--- config.mk ---
export PLATFORM = sky130hd
export DESIGN_NAME = serial_addr_decoder
export DESIGN_NICKNAME = d
export VERILOG_FILES = /design/src/rtl/bus_pkg.sv /design/src/rtl/addr_bit_counter.sv /design/src/rtl/serial_addr_decoder.sv
export SDC_FILE = /design/constraint.sdc
export NUM_CORES = 1
export LEC_CHECK = 0
export BUFFER_PORTS_ARGS = -buffer_cell sky130_fd_sc_hd__buf_4
export CORE_AREA = 2 2 39 41
export DETAILED_ROUTE_END_ITERATION = 10
export DIE_AREA = 0 0 41 43
export GPL_TIMING_DRIVEN = 0
export PLACE_DENSITY_LB_ADDON = 0.2
export SYNTH_ARGS = -nofsm -noshare
export SYNTH_HDL_FRONTEND = slang
export SYNTH_SLANG_ARGS = --single-unit
--- constraint.sdc ---
create_clock -name CLK -period 3.5 [get_ports CLK]
set_input_delay 0.525 -clock CLK [delete_from_list [all_inputs] [get_ports CLK]]
set_output_delay 0.525 -clock CLK [all_outputs]
set_load 0.005 [all_outputs]
--- src/rtl/bus_pkg.sv ---
// Shared bus definitions for the serial address decoder.
//   addr_dec_state_t : decoder FSM state encoding (IDLE, SHIFT, HOLD)
//   MAX_SLAVES       : largest slave count a decoder may be built for
package bus_pkg;

    localparam int unsigned MAX_SLAVES = 15;

    typedef enum logic [1:0] {
        IDLE  = 2'd0,
        SHIFT = 2'd1,
        HOLD  = 2'd2
    } addr_dec_state_t;

endpackage

--- src/rtl/addr_bit_counter.sv ---
// Bit counter for the serial address shifter.
// Ports:
//   CLK   - clock, rising edge
//   RSTN  - asynchronous active-low reset, clears the count
//   clr   - synchronous clear (has priority over inc)
//   inc   - increment by one
//   count - current count, WIDTH bits
module addr_bit_counter
    import bus_pkg::*;
#(
    parameter int unsigned WIDTH = 2
) (
    input  logic             CLK,
    input  logic             RSTN,
    input  logic             clr,
    input  logic             inc,
    output logic [WIDTH-1:0] count
);

    always_ff @(posedge CLK or negedge RSTN) begin
        if (!RSTN) begin
            count <= '0;
        end else if (clr) begin
            count <= '0;
        end else if (inc) begin
            count <= count + WIDTH'(1);
        end
    end

endmodule

--- src/rtl/serial_addr_decoder.sv ---
// Serial address decoder: shifts an LSB-first slave address off the serial
// bus during the address phase, holds it for the data phase and drives a
// one-hot slave select (AD_SEL) or, for split-capable slaves that report
// split-busy, a one-hot split-pending select (SPL_SEL).
//
// Build option: define SERIAL_ADDR_PARITY_EN to expect one even-parity bit
// after the address; a parity mismatch holds the address with ADDR_ERR set.
//
// Ports:
//   CLK        - clock, rising edge
//   RSTN       - asynchronous active-low reset
//   B_UTIL     - bus utilised, qualifies all other bus inputs
//   A_ADD      - address phase, address bits are on B_BUS_OUT
//   B_BUS_OUT  - serial bus bit
//   B_SBSY     - per-slave split-busy
//   AD_SEL     - one-hot slave select
//   SPL_SEL    - one-hot split-pending select
//   ADDR_VALID - decoded address held and valid
//   ADDR_ERR   - held address selects no slave, or parity failed
module serial_addr_decoder
    import bus_pkg::*;
#(
    parameter int unsigned               NUM_SLAVES = 3,
    parameter logic [NUM_SLAVES-1:0]     SPLIT_MASK = NUM_SLAVES'(1)
) (
    input  logic                  CLK,
    input  logic                  RSTN,
    input  logic                  B_UTIL,
    input  logic                  A_ADD,
    input  logic                  B_BUS_OUT,
    input  logic [NUM_SLAVES-1:0] B_SBSY,
    output logic [NUM_SLAVES-1:0] AD_SEL,
    output logic [NUM_SLAVES-1:0] SPL_SEL,
    output logic                  ADDR_VALID,
    output logic                  ADDR_ERR
);

    localparam int unsigned ADDR_W = $clog2(NUM_SLAVES + 1);
`ifdef SERIAL_ADDR_PARITY_EN
    localparam int unsigned XFER_BITS = ADDR_W + 1;
`else
    localparam int unsigned XFER_BITS = ADDR_W;
`endif
    localparam int unsigned      CNT_W    = $clog2(XFER_BITS + 1);
    localparam logic [CNT_W-1:0] LAST_BIT = CNT_W'(XFER_BITS - 1);
    localparam logic [ADDR_W-1:0] MAX_CODE = ADDR_W'(NUM_SLAVES);

    if (NUM_SLAVES < 1 || NUM_SLAVES > MAX_SLAVES) begin : g_param_check
        $fatal(1, "serial_addr_decoder: NUM_SLAVES=%0d outside 1..%0d",
               NUM_SLAVES, MAX_SLAVES);
    end

    addr_dec_state_t   state_q, state_d;
    logic [ADDR_W-1:0] addr_q, addr_d;
    logic              valid_q, valid_d;
    logic              err_q, err_d;
    logic [CNT_W-1:0]  cnt;
    logic              cnt_clr, cnt_inc;

    logic              capture;
    logic              last_bit;
    logic [ADDR_W-1:0] addr_cap;
    logic              parity_err;
    logic              code_err;

    addr_bit_counter #(
        .WIDTH(CNT_W)
    ) u_bit_counter (
        .CLK   (CLK),
        .RSTN  (RSTN),
        .clr   (cnt_clr),
        .inc   (cnt_inc),
        .count (cnt)
    );

    assign capture  = B_UTIL & A_ADD;
    assign last_bit = (cnt == LAST_BIT);

    // Outside SHIFT the counter is zero and the capture starts a fresh
    // address, so the partial address is only carried while shifting.
    // The parity bit lands at index ADDR_W and shifts out of the address.
    assign addr_cap = ((state_q == SHIFT) ? addr_q : '0)
                    | (ADDR_W'(B_BUS_OUT) << cnt);

`ifdef SERIAL_ADDR_PARITY_EN
    // On the parity edge addr_q already holds the full address.
    assign parity_err = (^addr_q) ^ B_BUS_OUT;
`else
    assign parity_err = 1'b0;
`endif

    assign code_err = (addr_cap == '0) | (addr_cap > MAX_CODE) | parity_err;

    always_ff @(posedge CLK or negedge RSTN) begin
        if (!RSTN) begin
            state_q <= IDLE;
            addr_q  <= '0;
            valid_q <= 1'b0;
            err_q   <= 1'b0;
        end else begin
            state_q <= state_d;
            addr_q  <= addr_d;
            valid_q <= valid_d;
            err_q   <= err_d;
        end
    end

    // A capture behaves the same from every state: IDLE and HOLD begin a
    // new transfer (counter already zero), SHIFT continues the current one.
    always_comb begin
        state_d = state_q;
        addr_d  = addr_q;
        valid_d = valid_q;
        err_d   = err_q;
        cnt_clr = 1'b0;
        cnt_inc = 1'b0;

        if (capture) begin
            addr_d = addr_cap;
            if (last_bit) begin
                state_d = HOLD;
                valid_d = 1'b1;
                err_d   = code_err;
                cnt_clr = 1'b1;
            end else begin
                state_d = SHIFT;
                valid_d = 1'b0;
                err_d   = 1'b0;
                cnt_inc = 1'b1;
            end
        end else begin
            case (state_q)
                SHIFT: begin
                    state_d = IDLE;
                    addr_d  = '0;
                    cnt_clr = 1'b1;
                end
                HOLD: begin
                    if (!B_UTIL) begin
                        state_d = IDLE;
                        addr_d  = '0;
                        valid_d = 1'b0;
                        err_d   = 1'b0;
                    end
                end
                IDLE: begin
                    state_d = IDLE;
                end
                default: begin
                    state_d = IDLE;
                    addr_d  = '0;
                    valid_d = 1'b0;
                    err_d   = 1'b0;
                    cnt_clr = 1'b1;
                end
            endcase
        end
    end

    // Selects follow B_SBSY combinationally; slaves without split support
    // ignore their split-busy input.
    always_comb begin
        AD_SEL  = '0;
        SPL_SEL = '0;
        for (int unsigned i = 0; i < NUM_SLAVES; i++) begin
            AD_SEL[i]  = valid_q & ~err_q & (addr_q == ADDR_W'(i + 1))
                       & ~(SPLIT_MASK[i] & B_SBSY[i]);
            SPL_SEL[i] = valid_q & ~err_q & (addr_q == ADDR_W'(i + 1))
                       &  (SPLIT_MASK[i] & B_SBSY[i]);
        end
    end

    assign ADDR_VALID = valid_q;
    assign ADDR_ERR   = err_q;

endmodule

==> Flow_metrics.wiki, run 1 <==
{| class="wikitable"
! Metric !! Value
|-
| Clock latency on the worst-skew pair || 0.25 ns
|-
| Final wirelength || 808 um
|-
| Total global-route track usage || 11.73%
|-
| Number of design-rule violations left by the first detailed-router iteration || 4
|-
| Area fraction in compound gates after synthesis || 21.63%
|-
| Max-slew violation total from the final report || 0
|-
| Setup TNS Final || 0 ns
|-
| Hold Violations, Final || 0
|-
| Min cycle time layout || 1.778 ns
|-
| CP Launch Type || register
|-
| Number of nets with antenna violations after detailed routing || 0
|-
| Hold buffer count at CTS || 0
|-
| Post-synthesis to final-layout area growth || 28.93%
|-
| Yosys warning count || 0
|-
| Largest cells by area after synthesis || sky130_fd_sc_hd__dfrtp_1, sky130_fd_sc_hd__nor2b_1, sky130_fd_sc_hd__o2bb2ai_1
|-
| Required time at the worst-slack endpoint || 2.97 ns
|-
| Share of synthesized area spent on multiplexers || 0%
|-
| Number of global-route vias before repair || 342
|-
| Post-synthesis sequential area ratio || 44.94%
|-
| Vias per cell || 4.838
|-
| Fraction of registers with async set/reset || 100.0%
|-
| Achievable frequency || 562.5 MHz
|-
| Number of setup violations in the final report || 0
|-
| Clock-pin slew of the registers on the worst-case setup and hold paths || 0.05 ns
|-
| Clock Tree Root || sky130_fd_sc_hd__clkbuf_4
|-
| Number of primary I/O pins || 16
|-
| Worst hold-check slack || 0.08223 ns
|-
| EDFF count, synth || 0
|-
| Worst-case clock buffer depth || 2
|-
| Largest family of logic cells by synthesized area || simple AND/OR/NAND/NOR gates
|-
| Die Height || 43 um
|-
| Critical path depth || 4
|-
| Most instantiated library cell after synthesis || sky130_fd_sc_hd__dfrtp_1
|-
| Parity-gate share of the synthesized area counting xor and xnor cells || 0%
|-
| Synthesized-area fraction occupied by and/or/nand/nor cells || 25.56%
|-
| Final routed wire length divided by cell count || 10.92 um
|-
| Setup Crit Path Kind || reg -> out
|-
| Share of final-layout standard cells stronger than drive strength 1 || 37.93%
|-
| Cell Chain, Critical Path || nor2b_1, nand2_1, nor3b_1, buf_4
|-
| Total grt overflow || 0
|-
| Max-capacitance violation count || 0
|-
| Cell Area, Placed || 551.8 um2
|-
| Final Total Pwr || 310.5 uW
|-
| Starting density of the core || 32.19%
|-
| Final Wtd Congestion || 0.6612
|-
| Wire length of the first global-routing pass || 1352 um
|-
| Adder and majority gate portion of the synthesized area || 2.809%
|-
| Mean instance size in the synthesized netlist || 10.36 um2
|-
| Post-Syn Area || 445.4 um2
|-
| Quantity of I/O buffers inserted on ports || 11
|-
| DP HPWL || 630.2 um
|-
| Sink count of the clock tree || 8
|-
| CTS-repair resized insts || 0
|-
| Remaining DRCs || 0
|-
| Cell type with the highest aggregate area in the netlist || sky130_fd_sc_hd__dfrtp_1
|-
| Top post-synthesis cells by count || sky130_fd_sc_hd__dfrtp_1, sky130_fd_sc_hd__nor2_1, sky130_fd_sc_hd__nor2b_1
|-
| Status || completed
|-
| Crit-path slowest cell || sky130_fd_sc_hd__dfrtp_1
|-
| Summed area of non-filler cells in the final layout || 574.3 um2
|-
| Largest stage delay, worst path || 0.36 ns
|-
| Top_reg_cell synth || sky130_fd_sc_hd__dfrtp_1
|-
| Full die area || 0.001763 mm2
|-
| Total iterations of the first detailed-routing run || 2
|-
| Depth of the CTS H-tree || 1
|-
| RSZ-0062 raised after global routing || false
|-
| Total clock buffers created by CTS || 3
|-
| Synthesized netlist cell count || 43
|-
| Bufs and invs on worst path || 1
|-
| Number of vias in the routed layout || 358
|-
| Share of the synthesized area in the top cell type || 44.94%
|-
| Power Density || 540.7 mW/mm2
|-
| Largest net degree at the start of global routing || 9
|-
| Post-CTS setup buffer count || 0
|-
| Fin nets || 69
|-
| Final worst clock skew || 0.001303 ns
|-
| Min-Delay Path Class || in -> async
|-
| Biggest fanout along the worst timing path || 3
|-
| Endpoint arrival time on the critical path || 1.25 ns
|-
| Post-Route Utilization || 41.50%
|-
| Final cycle utilization of the critical path || 50.80%
|-
| Core box area || 0.001384 mm2
|-
| CTS tree || built
|-
| Static power due to leakage || 0.0002802 uW
|-
| Crit-path leading delay family || simple AND/OR/NAND/NOR gates
|-
| Worst ir drop on vdd || 280.2 uV
|-
| Number of synthesized register bits || 8
|-
| Worst Reg-to-Reg Cells || 3
|-
| Horiz. Die Dim || 41 um
|-
| Worst setup EP type || output pin
|-
| Total number of placement rows || 14
|-
| Antenna violations before repair || 0
|-
| Antenna diode instance count || 0
|-
| Count of different cell masters after synthesis || 27
|}
==> final cells by class <==
type | count | area, um2
buffer | 2 | 15.01
inverter | 1 | 3.754
sequential | 8 | 200.2
tap | 16 | 20.02
clock buffer | 3 | 22.52
timing repair buffer | 11 | 82.58
fill | 140 | 809.5
multi-input combinational | 33 | 230.2
==> worst reg2reg max path, cell delays in order (launching register included) <==
cell	delay, ns
sky130_fd_sc_hd__dfrtp_1	0.42
sky130_fd_sc_hd__ha_1	0.27
sky130_fd_sc_hd__and3_2	0.24
sky130_fd_sc_hd__a32o_1	0.21
==> power breakdown <==
group / total, uW / internal (uW) / switching (uW)
registers: 145 / 117 / 27.4
clock network: 69.6 / 39.2 / 30.4
logic: 96.0 / 55.0 / 41.1
total: 311 / 212 / 98.9
==> final timing paths <==
| path | from | endpoint | slack [ns] |
|---|---|---|---|
| max | ADDR_VALID | SPL_SEL[0] | 1.72 |
| min | RSTN | addr_q[1] | 0.08 |
| max reg2reg | u_bit_counter.count[0] | ADDR_ERR | 2.25 |
| min reg2reg | ADDR_VALID | ADDR_VALID | 0.51 |
| max in group asynchronous | RSTN | addr_q[0] | 3.29 |
| min in group CLK | ADDR_VALID | ADDR_VALID | 0.51 |
==> logic make-up (layout without fill, tap and decap cells) <==
family / after synthesis / after routing
compound gates: 11 / 11
fa+ha+maj: 1 / 1
buf+inv: 3 / 17
flops: 8 / 8
other cells: 1 / 2
simple gates: 19 / 19
==> layer usage <==
| metal | global-route usage (%) | part of all wire, % | up-vias |
|---|---|---|---|
| met5 | 0 | 0 | - |
| met4 | 6.000 | 0.62 | 0 |
| met3 | 4.712 | 8.4 | 2 |
| met2 | 15.94 | 43 | 13 |
| met1 | 15.46 | 48 | 155 |
| li1 | - | - | 188 |
==> placed cells by master, fill, tap and decap left out <==
cell type and instances:
sky130_fd_sc_hd__or2b_1 1, sky130_fd_sc_hd__and2b_2 1, sky130_fd_sc_hd__o2bb2ai_1 2, sky130_fd_sc_hd__and2_4 1
sky130_fd_sc_hd__nand2_1 2, sky130_fd_sc_hd__or3_1 1, sky130_fd_sc_hd__a211oi_2 1, sky130_fd_sc_hd__nor2_1 3
sky130_fd_sc_hd__a21o_1 1, sky130_fd_sc_hd__nor2b_1 3, sky130_fd_sc_hd__nand2_2 1, sky130_fd_sc_hd__a2bb2oi_1 1
sky130_fd_sc_hd__a32oi_1 1, sky130_fd_sc_hd__o31ai_1 2, sky130_fd_sc_hd__ha_1 1, sky130_fd_sc_hd__a32o_1 1
sky130_fd_sc_hd__nand3b_1 1, sky130_fd_sc_hd__clkbuf_4 3, sky130_fd_sc_hd__o21ai_2 1, sky130_fd_sc_hd__and3_1 1
sky130_fd_sc_hd__nor3b_1 1, sky130_fd_sc_hd__nor3_1 2, sky130_fd_sc_hd__dfrtp_1 8, sky130_fd_sc_hd__buf_4 13
sky130_fd_sc_hd__conb_1 2, sky130_fd_sc_hd__inv_1 1, sky130_fd_sc_hd__a22oi_1 1, sky130_fd_sc_hd__and3_2 1
==> stage by stage <==
| stage | worst slack, ns | cells |
|---|---|---|
| floorplan | 2.121 | 44 |
| global placement | 1.992 | 71 |
| detailed placement | 1.963 | 71 |
| CTS | 1.689 | 74 |
| global route | 1.601 | 74 |
| finish | 1.722 | 74 |
==> sequential cells by signal, indices dropped and copies added, names as in the netlist <==
name and flops:
ADDR_ERR 1, u_bit_counter.count 2, ADDR_VALID 1, addr_q 2
state_q 2
Power figures use the tool's default switching activity.
==> run 2: changes to the inputs <==
==> constraint.sdc (replaced) <==
create_clock -name CLK -period 1.5 [get_ports CLK]
set_input_delay 0.225 -clock CLK [delete_from_list [all_inputs] [get_ports CLK]]
set_output_delay 0.225 -clock CLK [all_outputs]
set_load 0.005 [all_outputs]
==> Flow_metrics.wiki, run 2 (synthesis gave the netlist of run 1 again) <==
{| class="wikitable"
! Metric !! Value
|-
| Status || completed
|-
| Largest registers in the final layout || addr_q x2, state_q x2, u_bit_counter.count x2
|-
| Horiz. Die Dim || 41 um (unchanged)
|-
| Final Wtd Congestion || 0.6612 (unchanged)
|-
| Fin nets || 71 (+2.9%)
|-
| RSZ-0062 raised after global routing || false
|-
| Vias per cell || 4.789 (-1.0%)
|-
| Min-Delay Path Class || in -> reg
|-
| Top Layer Used || met4
|-
| Starting density of the core || 32.19% (unchanged)
|-
| Total global-route track usage || 11.73% (unchanged)
|-
| Final worst clock skew || 0.001303 ns (unchanged)
|-
| Share of final-layout standard cells stronger than drive strength 1 || 41.67% (+3.7 points)
|-
| Detailed-routed wire length on met2 || 376 um (+9.0%)
|-
| Endpoint arrival time on the critical path || 1.19 ns (-0.06 ns)
|-
| Post-Route Utilization || 43.31% (+1.8 points)
|-
| Number of setup violations in the final report || 0 (unchanged)
|-
| Clock-pin slew of the registers on the worst-case setup and hold paths || 0.05 ns (about the same)
|-
| Number of design-rule violations left by the first detailed-router iteration || 4 (unchanged)
|-
| Setup Crit Path Kind || reg -> out
|-
| Core box area || 0.001384 mm2 (unchanged)
|-
| Post-synthesis to final-layout area growth || 34.55%
|-
| CP Launch Type || register
|-
| Number of nets with antenna violations after detailed routing || 0 (unchanged)
|-
| Hold Crit Start || B_UTIL
|-
| Hold Violations, Final || 0 (unchanged)
|-
| Number of vias in the routed layout || 364 (+1.7%)
|-
| Quantity of I/O buffers inserted on ports || 11 (unchanged)
|-
| Worst ir drop on vdd || 658.1 uV (+130%)
|-
| Largest net degree at the start of global routing || 9 (unchanged)
|-
| Die Height || 43 um (unchanged)
|-
| Final cycle utilization of the critical path || 94.40%
|-
| Final routed wire length divided by cell count || 11.24 um (+2.9%)
|-
| Clock Tree Root || sky130_fd_sc_hd__clkbuf_4
|-
| Power Density || 1246 mW/mm2 (+130%)
|-
| Leading cell types in the layout, fill and taps excluded || sky130_fd_sc_hd__buf_4, sky130_fd_sc_hd__dfrtp_1, sky130_fd_sc_hd__nor2_1, sky130_fd_sc_hd__clkbuf_4
|-
| CTS tree || built
|-
| Total iterations of the first detailed-routing run || 2 (unchanged)
|-
| Reg2reg setup slack || 0.25 ns (-2.00 ns)
|-
| Clock latency on the worst-skew pair || 0.25 ns (about the same)
|-
| Reg2reg end || ADDR_ERR
|-
| Leading cell type in the layout, fill and taps excluded || sky130_fd_sc_hd__buf_4
|-
| Worst Setup Slack, final || 0.08394 ns (-1.638 ns)
|-
| Depth of the CTS H-tree || 1 (unchanged)
|-
| Total number of placement rows || 14 (unchanged)
|-
| Wire length of the first global-routing pass || 1352 um (unchanged)
|-
| Worst Reg-to-Reg Cells || 3 (unchanged)
|-
| Required time at the worst-slack endpoint || 1.27 ns (-1.70 ns)
|-
| Met3 wirelength from detailed routing || 64 um (-5.9%)
|-
| Worst setup EP type || output pin
|-
| Achievable frequency || 706.2 MHz
|-
| Antenna diode instance count || 0 (unchanged)
|-
| Final wirelength || 854 um (+5.7%)
|-
| Number of primary I/O pins || 16 (unchanged)
|-
| Total clock buffers created by CTS || 3 (unchanged)
|-
| Worst-case clock buffer depth || 2 (unchanged)
|-
| Max-capacitance violation count || 0 (unchanged)
|-
| Antenna violations before repair || 0 (unchanged)
|-
| Remaining DRCs || 0 (unchanged)
|-
| Number of global-route vias before repair || 342 (unchanged)
|-
| Sink count of the clock tree || 8 (unchanged)
|-
| Full die area || 0.001763 mm2 (unchanged)
|-
| Startpoint of the worst register-to-register path || u_bit_counter.count[0]
|-
| Setup TNS Final || 0 ns (unchanged)
|-
| Max-slew violation total from the final report || 0 (unchanged)
|-
| Static power due to leakage || 0.0002914 uW (+4.0%)
|-
| Min cycle time layout || 1.416 ns
|-
| Number of cells traversed by the worst hold path || 2
|-
| Biggest fanout along the worst timing path || 3 (unchanged)
|-
| DP HPWL || 630.2 um (unchanged)
|-
| Wire length the detailed router placed on met1 || 408 um (+4.9%)
|-
| Post-Place Worst Slack || 0.2496 ns (-1.713 ns)
|-
| Total grt overflow || 0 (unchanged)
|-
| End point of the worst hold path || state_q[1]
|}
-- run 2: changes by cell type in the layout (fill, tap and decap cells not counted), sizes merged --
cell         delta
buf             +1
dlygate4sd3     +1
-- run 2: worst max-delay path by stage --
stage,cells after the start,startpoint,end,slack [ns]
floorplan,3,u_bit_counter.count[0],ADDR_ERR,0.32
global placement,3,u_bit_counter.count[0],ADDR_ERR,0.25
detailed placement,3,u_bit_counter.count[0],ADDR_ERR,0.25
CTS,4,ADDR_ERR,SPL_SEL[0],0.03
global route,4,ADDR_ERR,SPL_SEL[0],0.005
finish,4,ADDR_ERR,SPL_SEL[0],0.08
-- run 2: critical path: stages (launching register included) --
cell and delay, ns:
sky130_fd_sc_hd__dfrtp_1 0.40, sky130_fd_sc_hd__nor2b_2 0.15, sky130_fd_sc_hd__nand2_1 0.10, sky130_fd_sc_hd__nor3b_2 0.16
sky130_fd_sc_hd__buf_4 0.13
-- run 2: power breakdown --
part	total (uW)	internal [uW]	leakage [uW]	switching, uW
clock network	162	91.4	0.0000138	71.0
registers	341	274	0.000107	67.2
logic	243	142	0.000171	101
total	747	508	0.000291	239
-- run 2: final cells by class --
class                   count  area (um2)
fillers                   136       784.5
inverters                   1       3.754
plain buffers               2       15.01
well taps                  16       20.02
flip-flops and latches      8       200.2
clock buffers               3       22.52
repair buffers             13       100.1
multi-input cells          33       237.7
-- run 2: timing repair --
action	in CTS	in global routing
hold buffers	1	0
pin swaps	0	1
buffers inserted	0	1
gates resized for setup	1	1
gates cloned	0	0
endpoints found under the hold margin	8	0
endpoints found under the setup margin	1	1
-- run 2: metrics by stage --
| step | instances | power [uW] | hold WS (ns) | area [um2] |
|---|---|---|---|---|
| 2_1_floorplan | 44 | 481.4 | -0.07059 | 449.2 |
| 3_3_place_gp | 71 | 569.0 | 0.05088 | 551.8 |
| 3_5_place_dp | 71 | 570.9 | 0.05095 | 551.8 |
| 4_1_cts | 75 | 745.5 | 0.2314 | 586.8 |
| 5_1_grt | 76 | 810.6 | 0.2455 | 599.3 |
| 6_report | 76 | 746.5 | 0.2389 | 599.3 |
-- run 2: per-layer routing --
metal	GRT usage, %	vias up
met3	4.712	2
met4	6.000	0
li1	-	191
met2	15.94	13
met1	15.46	158
met5	0	-
==> run 3: changes to the inputs <==
--- a/config.mk
+++ b/config.mk
@@ -5,12 +5,12 @@
 export SDC_FILE = /design/constraint.sdc
 export NUM_CORES = 1
 export LEC_CHECK = 0
-export BUFFER_PORTS_ARGS = -buffer_cell sky130_fd_sc_hd__buf_4
 export CORE_AREA = 2 2 39 41
+export CTS_BUF_LIST = sky130_fd_sc_hd__clkbuf_4 sky130_fd_sc_hd__clkbuf_8 sky130_fd_sc_hd__clkbuf_16
 export DETAILED_ROUTE_END_ITERATION = 10
 export DIE_AREA = 0 0 41 43
+export DONT_BUFFER_PORTS = 1
 export GPL_TIMING_DRIVEN = 0
-export PLACE_DENSITY_LB_ADDON = 0.2
 export SYNTH_ARGS = -nofsm -noshare
 export SYNTH_HDL_FRONTEND = slang
 export SYNTH_SLANG_ARGS = --single-unit
==> Flow_metrics.wiki, run 3 (synthesis gave the netlist of run 1 again) <==
{| class="wikitable"
! Metric !! Value
|-
| Die Height || 43 um (unchanged)
|-
| CTS tree || built
|-
| Number of placed instances with taps included || 60 (-15%)
|-
| Largest registers in the final layout || addr_q x2, state_q x2, u_bit_counter.count x2
|-
| Setup Crit Path Kind || reg -> out
|-
| Top Layer Used || met4
|-
| Depth of the CTS H-tree || 1 (unchanged)
|-
| Final wirelength || 895 um (+4.8%)
|-
| Final routed wire length divided by cell count || 13.98 um (+24%)
|-
| Max-slew violation total from the final report || 0 (unchanged)
|-
| Wire length of the first global-routing pass || 1400 um (+3.6%)
|-
| Horiz. Die Dim || 41 um (unchanged)
|-
| Required time at the worst-slack endpoint || 1.27 ns (about the same)
|-
| Number of global-route vias before repair || 325 (-5.0%)
|-
| Total global-route track usage || 11.87% (+0.14 points)
|-
| Biggest fanout along the worst timing path || 3 (unchanged)
|-
| Detailed-routed wire length on met2 || 451 um (+20%)
|-
| Total clock buffers created by CTS || 3 (unchanged)
|-
| Power Density || 1382 mW/mm2 (+11%)
|-
| Final cycle utilization of the critical path || 92.68% (-1.7 points)
|-
| Antenna diode instance count || 0 (unchanged)
|-
| Number of setup violations in the final report || 0 (unchanged)
|-
| Min cycle time layout || 1.390 ns (-0.02581 ns)
|-
| Clock latency on the worst-skew pair || 0.26 ns (about the same)
|-
| Summed area of non-filler cells in the final layout || 514.2 um2 (-14%)
|-
| Endpoint arrival time on the critical path || 1.17 ns (-0.02 ns)
|-
| Number of nets with antenna violations after detailed routing || 0 (unchanged)
|-
| Total number of placement rows || 14 (unchanged)
|-
| Cell Area, Placed || 469.2 um2 (-15%)
|-
| Min-Delay Path Class || in -> reg
|-
| Clock-pin slew of the registers on the worst-case setup and hold paths || 0.06 ns (about the same)
|-
| Status || completed
|-
| Final Wtd Congestion || 0.7279 (+10%)
|-
| Final worst clock skew || 0.002142 ns (+0.0008386 ns)
|-
| Antenna violations before repair || 0 (unchanged)
|-
| Met3 wirelength from detailed routing || 43 um (-33%)
|-
| Reg2reg setup slack || 0.25 ns (about the same)
|-
| Leading cell type in the layout, fill and taps excluded || sky130_fd_sc_hd__dfrtp_1
|-
| Vias per cell || 5.375 (+12%)
|-
| DP HPWL || 638.5 um (+1.3%)
|-
| Clock Tree Root || sky130_fd_sc_hd__clkbuf_4
|-
| Total iterations of the first detailed-routing run || 2 (unchanged)
|-
| Fin cells || 64 (-16%)
|-
| RSZ-0062 raised after global routing || false
|-
| Worst ir drop on vdd || 574.7 uV (-13%)
|-
| Share of final-layout standard cells stronger than drive strength 1 || 29.17% (-13 points)
|-
| Remaining DRCs || 0 (unchanged)
|-
| Number of vias in the routed layout || 344 (-5.5%)
|-
| Largest net degree at the start of global routing || 9 (unchanged)
|-
| Worst setup EP type || output pin
|-
| CP Launch Type || register
|-
| Quantity of I/O buffers inserted on ports || 0 (-11)
|-
| Wire length the detailed router placed on met1 || 384 um (-5.9%)
|-
| Core box area || 0.001384 mm2 (unchanged)
|-
| Setup TNS Final || 0 ns (unchanged)
|-
| Fillcell total || 145 (+6.6%)
|-
| Number of design-rule violations left by the first detailed-router iteration || 6 (+2)
|-
| Number of primary I/O pins || 16 (unchanged)
|-
| Leading cell types in the layout, fill and taps excluded || sky130_fd_sc_hd__dfrtp_1, sky130_fd_sc_hd__nor2_1, sky130_fd_sc_hd__clkbuf_4
|-
| Max-capacitance violation count || 0 (unchanged)
|-
| Achievable frequency || 719.3 MHz (+1.9%)
|-
| Worst-case clock buffer depth || 2 (unchanged)
|-
| Fin nets || 59 (-17%)
|-
| Post-synthesis to final-layout area growth || 15.45%
|-
| Hold Violations, Final || 0 (unchanged)
|-
| Starting density of the core || 32.19% (unchanged)
|-
| Total grt overflow || 0 (unchanged)
|-
| Sink count of the clock tree || 8 (unchanged)
|-
| Static power due to leakage || 0.0002320 uW (-20%)
|-
| Full die area || 0.001763 mm2 (unchanged)
|}
==> run 3: worst paths after layout <==
kind                               to  depth (start not counted)                    from
setup / recovery           SPL_SEL[0]                          3              ADDR_VALID
hold / removal             state_q[1]                          1                  B_UTIL
setup reg to reg             ADDR_ERR                          3  u_bit_counter.count[0]
hold reg to reg            ADDR_VALID                          1              ADDR_VALID
max in group asynchronous   addr_q[1]                          1                    RSTN
min in group asynchronous  state_q[1]                          1                    RSTN
==> run 3: critical path: stages, from the launching register on <==
cell and delay, ns:
sky130_fd_sc_hd__dfrtp_1 0.39, sky130_fd_sc_hd__nor2b_2 0.20, sky130_fd_sc_hd__nand2_1 0.11, sky130_fd_sc_hd__nor3b_2 0.21
==> run 3: layout make-up <==
type	count	area, um2	area share (%)
Multi-Input combinational cell	33	242.7	47.20
Sequential cell	8	200.2	38.93
Clock buffer	3	22.52	4.380
Tap cell	16	20.02	3.893
Buffer	2	15.01	2.920
Timing Repair Buffer	1	10.01	1.946
Inverter	1	3.754	0.7299
==> run 3: per-layer routing <==
layer | up-vias | track usage [%]
li1 | 167 | -
met1 | 166 | 14.95
met2 | 9 | 17.81
met3 | 2 | 3.141
met4 | 0 | 6.000
met5 | - | 0
==> run 3: power breakdown <==
| part | total [uW] | switching [uW] | internal [uW] |
|---|---|---|---|
| logic | 188 | 88.6 | 99.2 |
| registers | 347 | 73.5 | 274 |
| clock network | 175 | 83.2 | 92.3 |
==> run 3: stage by stage <==
step | hold WS, ns | power, uW | setup WS, ns | util (%)
finish | 0.1139 | 710.6 | 0.1097 | 37.16
global route | 0.1142 | 760.3 | 0.02587 | 37.16
CTS | 0.1150 | 706.2 | 0.04968 | 36.26
detailed placement | -0.07044 | 525.2 | 0.2525 | 33.91
global placement | -0.07042 | 517.4 | 0.2545 | 33.91
floorplan | -0.07059 | 481.4 | 0.3244 | -
==> run 3: repair_timing <==
action	CTS	global route
hold buffers	1	0
endpoints found under the setup margin	0	2
setup buffers	0	0
endpoints found under the hold margin	8	0
resized for setup	0	3
